<file path="src/rtl/iir_out_serializer_if.sv">
// Sample-in / serial-out bundle for iir_out_serializer.
// The master side is the producer of samples and the consumer of the serial stream.
interface iir_out_serializer_if #(
  parameter int NB_DATA    = 16,
  parameter int FIFO_DEPTH = 4
);
  localparam int CW = $clog2(FIFO_DEPTH) + 1;

  logic [NB_DATA-1:0] i_y;
  logic               i_valid;
  logic               i_clear_ovf;
  logic               o_sdata;
  logic               o_frame;
  logic               o_busy;
  logic [CW-1:0]      o_fifo_count;
  logic               o_overflow;

  modport master (
    output i_y, i_valid, i_clear_ovf,
    input  o_sdata, o_frame, o_busy, o_fifo_count, o_overflow
  );

  modport slave (
    input  i_y, i_valid, i_clear_ovf,
    output o_sdata, o_frame, o_busy, o_fifo_count, o_overflow
  );
endinterface

</file>
<file path="src/rtl/iir_out_serializer.sv">
// Buffers IIR filter output samples in a small FIFO and sends each one
// MSB first on a single serial line, framed by o_frame, with a one-cycle
// gap state between frames. Drops samples when full and flags it.
module iir_out_serializer #(
  parameter int NB_DATA    = 16,
  parameter int FIFO_DEPTH = 4
) (
  input  logic                  clock,
  input  logic                  i_rst_n,
  iir_out_serializer_if.slave   bus
);

  localparam int AW = $clog2(FIFO_DEPTH);
  localparam int CW = AW + 1;
  localparam int BW = $clog2(NB_DATA);

  typedef enum logic [1:0] {
    ST_IDLE  = 2'd0,
    ST_SHIFT = 2'd1,
    ST_GAP   = 2'd2
  } state_e;

  state_e             state_q, state_d;
  logic [NB_DATA-1:0] shreg_q, shreg_d;
  logic [BW-1:0]      bitcnt_q, bitcnt_d;

  logic [NB_DATA-1:0] mem [FIFO_DEPTH];
  logic [AW-1:0]      rd_ptr_q, rd_ptr_d;
  logic [AW-1:0]      wr_ptr_q, wr_ptr_d;
  logic [CW-1:0]      count_q, count_d;
  logic               ovf_q, ovf_d;

  logic full;
  logic pop;
  logic push;
  logic drop;

  // A pop frees a slot on the same edge, so a full FIFO still accepts a
  // sample while the transmitter is taking the head.
  assign full = (count_q == CW'(FIFO_DEPTH));
  assign pop  = (state_q == ST_IDLE) && (count_q != '0);
  assign push = bus.i_valid && (!full || pop);
  assign drop = bus.i_valid && !push;

  // Transmitter next state: load head on pop, shift MSB-first, then gap.
  always_comb begin
    // NOTE: every signal gets a default first so no path leaves it unassigned and no latch is inferred.
    state_d  = state_q;
    shreg_d  = shreg_q;
    bitcnt_d = bitcnt_q;
    unique case (state_q)
      ST_IDLE: begin
        if (pop) begin
          state_d  = ST_SHIFT;
          shreg_d  = mem[rd_ptr_q];
          bitcnt_d = '0;
        end
      end
      ST_SHIFT: begin
        shreg_d  = {shreg_q[NB_DATA-2:0], 1'b0};
        bitcnt_d = bitcnt_q + 1'b1;
        if (bitcnt_q == BW'(NB_DATA - 1)) begin
          state_d = ST_GAP;
        end
      end
      ST_GAP: begin
        state_d = ST_IDLE;
      end
      default: begin
        state_d = ST_IDLE;
      end
    endcase
  end

  // FIFO bookkeeping and sticky overflow; a drop beats a clear on the same edge.
  always_comb begin
    rd_ptr_d = pop  ? rd_ptr_q + 1'b1 : rd_ptr_q;
    wr_ptr_d = push ? wr_ptr_q + 1'b1 : wr_ptr_q;
    count_d  = count_q;
    if (push && !pop) begin
      count_d = count_q + 1'b1;
    end else if (pop && !push) begin
      count_d = count_q - 1'b1;
    end
    ovf_d = ovf_q;
    if (drop) begin
      ovf_d = 1'b1;
    end else if (bus.i_clear_ovf) begin
      ovf_d = 1'b0;
    end
  end

  // State, datapath and FIFO control registers.
  always_ff @(posedge clock or negedge i_rst_n) begin
    if (!i_rst_n) begin
      state_q  <= ST_IDLE;
      shreg_q  <= '0;
      bitcnt_q <= '0;
      rd_ptr_q <= '0;
      wr_ptr_q <= '0;
      count_q  <= '0;
      ovf_q    <= 1'b0;
    end else begin
      // NOTE: non-blocking assignments so every register samples pre-edge values, as flops do.
      state_q  <= state_d;
      shreg_q  <= shreg_d;
      bitcnt_q <= bitcnt_d;
      rd_ptr_q <= rd_ptr_d;
      wr_ptr_q <= wr_ptr_d;
      count_q  <= count_d;
      ovf_q    <= ovf_d;
    end
  end

  // Sample storage.
  // NOTE: storage has no reset; entries are only read after being written, and count gates validity.
  always_ff @(posedge clock) begin
    if (push) begin
      mem[wr_ptr_q] <= bus.i_y;
    end
  end

  assign bus.o_frame      = (state_q == ST_SHIFT);
  assign bus.o_sdata      = (state_q == ST_SHIFT) && shreg_q[NB_DATA-1];
  assign bus.o_busy       = (state_q != ST_IDLE) || (count_q != '0);
  assign bus.o_fifo_count = count_q;
  assign bus.o_overflow   = ovf_q;

endmodule
</file>
<file path="src/flat_wrapper.sv">
// flat-port wrapper written by rule: the top's interface ports become plain ports
module iir_out_serializer_flat 
#(
  parameter int NB_DATA    = 16,
  parameter int FIFO_DEPTH = 4
)
  (clock, i_rst_n, bus_i_y, bus_i_valid, bus_i_clear_ovf, bus_o_sdata, bus_o_frame, bus_o_busy, bus_o_fifo_count, bus_o_overflow);
  iir_out_serializer_if #(.NB_DATA(NB_DATA), .FIFO_DEPTH(FIFO_DEPTH)) bus_i ();
  input  logic clock;
  input  logic i_rst_n;
  input wire logic [$bits(bus_i.i_y)-1:0] bus_i_y;
  input wire logic [$bits(bus_i.i_valid)-1:0] bus_i_valid;
  input wire logic [$bits(bus_i.i_clear_ovf)-1:0] bus_i_clear_ovf;
  output wire logic [$bits(bus_i.o_sdata)-1:0] bus_o_sdata;
  output wire logic [$bits(bus_i.o_frame)-1:0] bus_o_frame;
  output wire logic [$bits(bus_i.o_busy)-1:0] bus_o_busy;
  output wire logic [$bits(bus_i.o_fifo_count)-1:0] bus_o_fifo_count;
  output wire logic [$bits(bus_i.o_overflow)-1:0] bus_o_overflow;
  assign bus_i.i_y = bus_i_y;
  assign bus_i.i_valid = bus_i_valid;
  assign bus_i.i_clear_ovf = bus_i_clear_ovf;
  assign bus_o_sdata = bus_i.o_sdata;
  assign bus_o_frame = bus_i.o_frame;
  assign bus_o_busy = bus_i.o_busy;
  assign bus_o_fifo_count = bus_i.o_fifo_count;
  assign bus_o_overflow = bus_i.o_overflow;
  iir_out_serializer #(.NB_DATA(NB_DATA), .FIFO_DEPTH(FIFO_DEPTH)) u_core (.clock(clock), .i_rst_n(i_rst_n), .bus(bus_i));
endmodule
</file>
<file path="config.mk">
export PLATFORM = sky130hd
export DESIGN_NAME = iir_out_serializer_flat
export DESIGN_NICKNAME = d
export VERILOG_FILES = /design/src/rtl/iir_out_serializer_if.sv /design/src/rtl/iir_out_serializer.sv /design/src/flat_wrapper.sv
export SDC_FILE = /design/constraint.sdc
export NUM_CORES = 1
export LEC_CHECK = 0
export CORE_ASPECT_RATIO = 0.5
export CORE_MARGIN = 3
export CORE_UTILIZATION = 55
export CTS_BUF_LIST = sky130_fd_sc_hd__clkbuf_4 sky130_fd_sc_hd__clkbuf_8
export CTS_CLUSTER_SIZE = 12
export DETAILED_ROUTE_END_ITERATION = 8
export PLACE_DENSITY_LB_ADDON = 0.3
export SETUP_SLACK_MARGIN = 0.4
export SLEW_MARGIN = 20
export SYNTH_ARGS = -nofsm -noshare
export SYNTH_HDL_FRONTEND = slang
export SYNTH_SLANG_ARGS = --single-unit
</file>
<file path="constraint.sdc">
create_clock -name clock -period 2.93 [get_ports clock]
set_clock_uncertainty 0.05 [all_clocks]
set_input_delay 0.293 -clock clock [delete_from_list [all_inputs] [get_ports clock]]
set_output_delay 0.293 -clock clock [all_outputs]
set_load 0.05 [all_outputs]
</file>
# Word-level counts from Yosys, hierarchy flattened
# Memory sizes are Yosys's and may differ from the RTL's.
# Cells that the tools add are included.
# op_classes
n_addsub	5
eq_ne	5
reduce_logical	19
n_mux	13
# op_table
operator	n
case mux 16 bit (2 select lines)	1
2-to-1 mux 16 bit	1
case mux 4 bit (2 select lines)	1
nonzero test 2 bit	4
logical AND 1 bit	6
2-to-1 mux 3 bit	2
adder 2 x 1 -> 2 bit (second input constant)	2
adder 4 x 1 -> 4 bit (second input constant)	1
== test 4 bit (second input constant)	1
2-to-1 mux 1 bit	4
2-to-1 mux 2 bit	2
2-to-1 mux 4 bit	1
inequality test 2 x 1 -> 1 bit (second input constant)	2
case mux 2 bit (2 select lines)	1
AND reduction 2 bit	2
adder 3 x 1 -> 3 bit (second input constant)	1
== test 3 bit (second input constant)	1
logical NOT 1 bit	3
nonzero test 3 bit	1
subtractor 3 x 1 -> 3 bit (second input constant)	1
== test 2 x 1 -> 1 bit (second input constant)	1
logical NOT 2 bit	1
logical OR 1 bit	2
# word_totals
regBits	30
n_memories	1
ram_bits	64
output_inout_bits	7
inputBits	20
elab_cells	50
# memory_table
memory	depth	width	rd	rd_ports_with_merged_regs	write_ports	line_no	text
u_core.mem	4	16	1	0	1	iir_out_serializer.sv:27	logic [NB_DATA-1:0] mem [FIFO_DEPTH];

# Longest topological paths before layout
# Gate-level depths: netlist of run 1.
# depth
depth_word	8
mapped_depth	9
depth_no_buf	9

# Worst setup path after synthesis of run 1
# No wires, ideal clock.
# synth_path
kind	reg-to-reg
from	register u_core.count_q[0], in the netlist u_core.bus.o_fifo_count[0]
to	register u_core.count_q[2], in the netlist u_core.bus.o_fifo_count[2]
arrival_ns	2.304
required_time_ns	2.797
synth_period_minus_slack_ns	2.437
stages_incl_launch_ff	9
setup_time_ns	0.083
n_path_buf	0
path_slack_ns	0.493
path_cell_list	dfrtp_1 -> nor2_1 -> a31oi_1 -> ha_1 -> inv_1 -> fa_1 -> xor2_1 -> nor2_1 -> xor2_1
# synth_via
elab_chain_len	7
# synth_rtl
item	line_no	text
start: declaration	iir_out_serializer.sv:30	logic [CW-1:0] count_q, count_d;
start signal: assignment	iir_out_serializer.sv:110	count_q <= count_d;
== test 3 bit / nonzero test 3 bit (equally long branches)	iir_out_serializer.sv:40, iir_out_serializer.sv:41	
logical NOT 1 bit / logical AND 1 bit (equally long branches)	iir_out_serializer.sv:42, iir_out_serializer.sv:41	
logical OR 1 bit (*)	iir_out_serializer.sv:42	assign push = bus.i_valid && (!full || pop);
logical AND 1 bit (*)	iir_out_serializer.sv:42	
via u_core.push	iir_out_serializer.sv:35	logic push;
logical NOT 1 bit	iir_out_serializer.sv:82	end else if (pop && !push) begin
logical AND 1 bit	iir_out_serializer.sv:82	
nonzero test 2 bit (no source line)	--	
# Mark *: on every way through the listed nets, which the timed path passes. The rest lies on a longest branch. The select of a mux whose other input is x is not followed.
# A chain may end at the register's enable or synchronous reset.

# Worst setup path in the final report of run 1
# layout_path
from	register u_core.state_q[1]
to	output bus_o_frame
# layout_via
elab_chain_len	1
# layout_rtl
item	line_no	text
start: declaration	iir_out_serializer.sv:23	state_e state_q, state_d;
start signal: assignment	iir_out_serializer.sv:105	state_q <= state_d;
== test 2 x 1 -> 1 bit	iir_out_serializer.sv:123	assign bus.o_frame = (state_q == ST_SHIFT);
end: declaration	flat_wrapper.sv:15	output wire logic [$bits(bus_i.o_frame)-1:0] bus_o_frame;
# No other way between the ends.

==> results of run 1 <==
==> registers in the layout, indices dropped and copies added (netlist names) <==
| name | flops |
|---|---|
| u_core.shreg_q | 16 |
| u_core.wr_ptr_q | 2 |
| u_core.mem | 64 |
| u_core.rd_ptr_q | 2 |
| u_core.bus.o_fifo_count | 3 |
| u_core.state_q | 2 |
| u_core.bus.o_overflow | 1 |
| u_core.bitcnt_q | 4 |
==> final cells by class <==
type                    instances  area (µm²)  share of cell area (%)
clock buffers                  10         131                    3.02
repair buffers                 35         330                    7.59
inverters                       7        26.3                   0.604
flip-flops and latches         94        2670                    61.4
clock inverters                 6        62.6                    1.44
multi-input cells              99        1020                    23.4
well taps                      88         110                    2.53
==> stage by stage <==
step	utilization, %	hold WS (ns)	instance area [µm²]	setup WS [ns]
final	68.4	0.262	4350	0.588
after global routing	68.4	0.279	4350	0.459
after CTS	68.4	0.264	4350	0.435
after detailed placement	65.3	0.414	4150	0.628
after global placement	65.3	0.411	4150	0.652
after floorplan	-	-0.0526	3780	0.493
==> worst max-delay path: stages, from the launching register on <==
cell             delay, ns
dfrtp_1               0.43
nand2b_1              0.23
inv_1                 0.15
clkdlybuf4s50_1       0.82
==> logic make-up after synthesis <==
group	after synthesis	share of synthesized area (%)
DFF	94	70.7
and+or+nand+nor	42	6.29
AOI/OAI and AO/OA	25	5.39
muxes	19	11.3
buffers and inverters	18	2.48
adders and majority gates	7	2.51
xor gates and xnor gates	6	1.39
==> routing by layer <==
metal  GRT usage, %  wire [µm]  vias to the layer above  part of all wire [%]
met1           27.6       3010                      985                    43
met2           30.5       3270                       79                    47
met5              0          0                        -                     0
li1               -          -                      907                     -
met3           8.46        598                        7                   8.6
met4           5.66         87                        0                   1.2
==> final timing paths <==
path / start / end / slack [ns] / depth (start not counted)
max: u_core.state_q[1]$_DFFE_PN0P_ / bus_o_frame / 0.59 / 3
min: i_rst_n / u_core.bitcnt_q[3]$_DFFE_PN0P_ / 0.26 / 2
max reg2reg: u_core.state_q[1]$_DFFE_PN0P_ / u_core.bus.o_fifo_count[2]$_DFFE_PN0P_ / 0.63 / 9
min reg2reg: u_core.bitcnt_q[3]$_DFFE_PN0P_ / u_core.bitcnt_q[3]$_DFFE_PN0P_ / 0.43 / 1
max in group asynchronous: i_rst_n / u_core.shreg_q[12]$_DFFE_PN0P_ / 2.29 / 2
min in group clock: u_core.bitcnt_q[3]$_DFFE_PN0P_ / u_core.bitcnt_q[3]$_DFFE_PN0P_ / 0.43 / 1
==> what timing repair did <==
item                                   in CTS  in global routing
setup endpoints to repair                   0                  1
endpoints found under the hold margin       0                  0
gates resized for setup                     0                  1
==> synth_stat cells (5+ instances only) <==
cell	number	area share [%]
edfxtp_1	64	51
dfrtp_1	30	20
and3_1	16	2.6
a221o_1	15	4.0
mux4_1	9	6.3
o21ai_0	8	1.1
clkbuf_1	7	0.69
inv_1	7	0.69
mux4_2	7	4.2
and2_1	6	0.99
ha_1	6	2.0
nand2_1	5	0.50
==> power by group <==
group / switching (W) / internal (W) / total, W
Clock: 0.000439 / 0.000402 / 0.000841
Sequential: 0.000241 / 0.00181 / 0.00205
Combinational: 0.000747 / 0.000662 / 0.00141
Total: 0.00143 / 0.00287 / 0.00430
==> qor.txt, run 1 <==
Startpoint types -> flop
Non-Filler Instances -> 339
Detailed Route Iter0 Violations -> 184
CTS Buf Count -> 9
Setup TNS -> 0 ns
DR DRC count -> 0
Fillers -> 420
Peak Freq -> 427 MHz
Post-Syn Area -> 3780 µm²
Synth async-reset ratio -> 31.9%
Crit share post-route -> 79.9%
GRT Resource Usage Total -> 20.3%
Synth Flop Type -> edfxtp_1
First drt pass iteration count -> 4
CTS root buffer -> clkbuf_8
Peak supply drop -> 0.478 mV
Most frequent cells in the layout -> 64 x edfxtp_1, 30 x dfrtp_1, 25 x clkdlybuf4s50_1, 16 x and3_1, 15 x a221o_1
Number of H-tree levels -> 3
Total Routed Length -> 6.96 mm
Global-route wire length before repair -> 11.4 mm
Final hold viol count -> 0
IO Pins -> 27
Largest net degree at the start of global routing -> 31
Clk slew on worst S/H paths -> 0.08 ns
Post-synth EDFFs -> 64
Final GP Congestion -> 0.794
CP max FO -> 7
Worst Tran Pin Value -> 0.825 ns
Row cnt -> 20
Seq cells post-synth -> 94
Final antenna-violating net count -> 0
Area of the die -> 7970 µm²
Share of layout cells above drive strength 1 -> 14.3%
Worst setup EP type -> primary output
Post-CTS Setup Bufs -> 0
Crit path DAT -> 2.00 ns
Routed vias/inst -> 5.83
Total number of yosys warnings -> 0
Syn nets -> 238
Worst skew pair latency -> 0.37 ns
CTS tree -> done
Syn avg cell area -> 17.9 µm²
Leak Pwr -> 1.69 nW
Post-synthesis cell count -> 211
Sequential fraction of the synthesis area -> 70.7%
Initial Util -> 59.5%
Post-CTS Hold Buffers -> 0
Layout Nets -> 273
Hold Crit Class -> input port to async pin
Worst slew margin -> 45.0%
CORE AREA -> 6360 µm²
Via count -> 1978
Setup-failing EPs final -> 0
Chip height -> 64.6 µm
Total congestion overflow -> 0
Placed Cells -> 323
Max Cap Viol -> 0
Commonest non-fill, non-tap cell in the layout -> edfxtp_1
RSZ-0062 raised after global routing -> no
Initial antenna violation count -> 0
Post-synth cell types -> 31
Crit path kind -> flop to primary output
DP HPWL -> 4.18 mm
Tmin final -> 2.34 ns
PwrDens -> 988 nW/µm²
Layout area overhead -> 15.0%
Total power -> 0.00430 W
Wire per inst -> 20.5 µm
Antenna diodes -> 0
Vias in the first global route -> 2080
Final Max Tran Viols -> 0
# clock sinks -> 94
Required @ worst endpoint -> 2.59 ns
Status -> finished clean
IO Port Bufs -> 26
Longest Clk Path Bufs -> 2
Die W -> 123 µm
No activity file was read; power rests on OpenSTA's default activity.
==> run 2: changes to the inputs <==
==> constraint.sdc (replaced) <==
create_clock -name clock -period 2.2 [get_ports clock]
set_clock_uncertainty 0.05 [all_clocks]
set_input_delay 0.22 -clock clock [delete_from_list [all_inputs] [get_ports clock]]
set_output_delay 0.22 -clock clock [all_outputs]
set_load 0.05 [all_outputs]
==> run 2 against run 1 <==
First-iteration DRC count down 5.4%. Combinational power increased by 84%. Sequential cell count stayed put. Core utilization is 6.1 points higher. Highest routed layer unchanged. Non-clock buffer count up 18. Design area grew 8.9%. Clock power rose by 25%. Critical endpoint is now u_core.bus.o_fifo_count[2]$_DFFE_PN0P_.
==> qor.txt, run 2 (same netlist as run 1, synthesis figures left out) <==
P_sw -> 0.00212 W (was 0.00143 W)
Layout area overhead -> 25.3% (was 15.0%)
Share of layout cells above drive strength 1 -> 32.8% (was 14.3%)
Row cnt -> 20 (unchanged)
Setup-failing EPs final -> 0 (unchanged)
Worst Tran Pin Value -> 0.501 ns (was 0.825 ns)
Layout Nets -> 293 (was 273)
Vias in the first global route -> 2106 (was 2080)
First drt pass iteration count -> 4 (unchanged)
Most frequent cell on the critical path -> xor2_1
Required @ worst endpoint -> 2.43 ns (was 2.59 ns)
Worst setup EP type -> flop (was primary output)
Fin area -> 4740 µm² (was 4350 µm²)
Final Max Tran Viols -> 0 (unchanged)
Status -> finished clean (unchanged)
Routed vias/inst -> 5.92 (was 5.83)
IO Pins -> 27 (unchanged)
Critical-path cell list -> nor3_4 -> nor2_4 -> inv_2 -> ha_4 -> inv_1 -> fa_2 -> xor2_1 -> nor2_1 -> xor2_1 (was nand2b_1 -> inv_1 -> clkdlybuf4s50_1)
Crit path kind -> flop to flop (was flop to primary output)
Most frequent cells in the layout -> 64 x edfxtp_1, 27 x dfrtp_1, 20 x buf_4, 19 x clkdlybuf4s50_1, 15 x a221o_1 (was 64 x edfxtp_1, 30 x dfrtp_1, 25 x clkdlybuf4s50_1, 16 x and3_1, 15 x a221o_1)
Worst skew pair latency -> 0.36 ns (was 0.37 ns)
Sw Ratio -> 33.6% (was 33.2%)
# clock sinks -> 94 (unchanged)
Peak Freq -> 490 MHz
Antenna diodes -> 0 (unchanged)
Area of the die -> 7970 µm² (unchanged)
Clock group share of total power -> 16.6% (was 19.6%)
Via count -> 2127 (was 1978)
Largest net degree at the start of global routing -> 31 (unchanged)
Number of H-tree levels -> 3 (unchanged)
CTS Buf Count -> 9 (unchanged)
Post-DP Area -> 4290 µm² (was 4150 µm²)
Detailed Route Iter0 Violations -> 174 (was 184)
Tmin final -> 2.04 ns
Crit path DAT -> 2.27 ns (was 2.00 ns)
Critical path's slowest cell -> dfrtp_4 (was clkdlybuf4s50_1)
Chip height -> 64.6 µm (unchanged)
Combinational Power Share -> 41.0% (was 32.8%)
Internal cell power -> 0.00418 W (was 0.00287 W)
Crit share post-route -> 92.8%
Wire per inst -> 20.6 µm (was 20.5 µm)
Peak supply drop -> 0.698 mV (was 0.478 mV)
CORE AREA -> 6360 µm² (unchanged)
Commonest non-fill, non-tap cell in the layout -> edfxtp_1 (unchanged)
Max reg flops -> 64 (unchanged)
Total power -> 0.00630 W (was 0.00430 W)
Pre-CTS setup slack -> -0.0313 ns (was 0.628 ns)
CP max FO -> 6 (was 7)
Max Cap Viol -> 0 (unchanged)
Clk slew on worst S/H paths -> 0.09 ns (was 0.08 ns)
PwrDens -> 1330 nW/µm² (was 988 nW/µm²)
Final antenna-violating net count -> 0 (unchanged)
Fin util -> 74.5% (was 68.4%)
Total Routed Length -> 7.38 mm (was 6.96 mm)
Largest register by flop count -> u_core.mem (unchanged)
CTS root buffer -> clkbuf_8 (unchanged)
Final setup margin -> 0.158 ns (was 0.588 ns)
CTS tree -> done (unchanged)
Die W -> 123 µm (unchanged)
Leak Pwr -> 1.79 nW (was 1.69 nW)
Final hold viol count -> 0 (unchanged)
Longest Clk Path Bufs -> 2 (unchanged)
DP HPWL -> 4.18 mm (about the same)
Initial antenna violation count -> 0 (unchanged)
Final GP Congestion -> 0.789 (was 0.794)
GRT Resource Usage Total -> 19.6% (was 20.3%)
Global-route wire length before repair -> 11.2 mm (was 11.4 mm)
Initial Util -> 59.5% (unchanged)
Hold Crit Class -> input port to async pin (unchanged)
Largest registers -> u_core.mem: 64 flops, u_core.shreg_q: 16 flops, u_core.bitcnt_q: 4 flops (unchanged)
Seq pwr share -> 42.4% (was 47.7%)
RSZ-0062 raised after global routing -> yes (was no)
Startpoint types -> flop (unchanged)
Worst slew margin -> 66.6% (was 45.0%)
Critical path's largest stage delay -> 0.54 ns (was 0.82 ns)
Total congestion overflow -> 0 (unchanged)
DR DRC count -> 0 (unchanged)
IO Port Bufs -> 26 (unchanged)
## run 2: cell types whose count changed in the layout (fill, tap and decap cells not counted), sizes merged, moves of 2 or more
| cell | previous run | this run |
|---|---|---|
| buf | 9 | 30 |
| clkdlybuf4s50 | 25 | 19 |
| clkinv | 5 | 2 |
| clkinvlp | 0 | 3 |
| dlygate4sd2 | 0 | 2 |
| or3 | 1 | 3 |
## run 2: power groups by stage
stage / registers [W] / logic, W / clock network [W]
6_report: 0.00267 / 0.00259 / 0.00105
5_1_grt: 0.00270 / 0.00276 / 0.00114
4_1_cts: 0.00266 / 0.00245 / 0.00107
3_5_place_dp: 0.00271 / 0.00218 / 0
3_3_place_gp: 0.00267 / 0.00210 / 0
2_1_floorplan: 0.00277 / 0.00138 / 0
## run 2: cell type report
cell class                      instances  area, µm²
Tap cell                               88        110
Clock inverter                          5       32.5
Sequential cell                        94       2680
Timing Repair Buffer                   53        554
Multi-Input combinational cell        101       1180
Fill cell                             375       1620
Clock buffer                           11        151
Inverter                                7       30.0
## run 2: final timing paths
kind | to | slack [ns] | cells past startpoint | start
worst max-delay path | u_core.bus.o_fifo_count[2]$_DFFE_PN0P_ | 0.16 | 9 | u_core.bus.o_fifo_count[0]$_DFFE_PN0P_
max in group asynchronous | u_core.bus.o_fifo_count[0]$_DFFE_PN0P_ | 1.60 | 2 | i_rst_n
min in group clock | u_core.bus.o_overflow$_DFFE_PN0P_ | 0.38 | 2 | bus_i_clear_ovf
worst min-delay path | u_core.shreg_q[2]$_DFFE_PN0P_ | 0.19 | 2 | i_rst_n
worst min register to register | u_core.bitcnt_q[3]$_DFFE_PN0P_ | 0.46 | 1 | u_core.bitcnt_q[3]$_DFFE_PN0P_
worst max register to register | u_core.bus.o_fifo_count[2]$_DFFE_PN0P_ | 0.16 | 9 | u_core.bus.o_fifo_count[0]$_DFFE_PN0P_
## run 2: worst max-delay path, delay by kind of cell (launching register included)
family	cells	cell delay [ns]
buffers and inverters	2	0.15
and+or+nand+nor	3	0.40
xor gates and xnor gates	2	0.34
DFF	1	0.54
adders and majority gates	2	0.48
## run 2: layer usage
metal	GRT usage, %	routed length, µm	vias to the layer above
met5	0	0	-
met4	7.45	123	0
met3	6.02	539	16
met2	29.7	3560	68
met1	27.2	3160	1088
li1	-	-	955
## run 2: per-stage QoR
step | hold WS, ns | TNS [ns] | instances
4_1_cts | 0.193 | 0 | 354
3_5_place_dp | 0.427 | -0.0313 | 325
6_report | 0.193 | 0 | 359
5_1_grt | 0.217 | 0 | 359
3_3_place_gp | 0.421 | 0 | 325
2_1_floorplan | -0.126 | 0 | 211
## run 2: repair_timing
item	CTS	global route
endpoints found under the setup margin	22	85
pin swaps	5	3
setup buffers	11	5
endpoints found under the hold margin	0	0
gates resized for setup	20	14
gates cloned	2	0
hold buffers	0	0
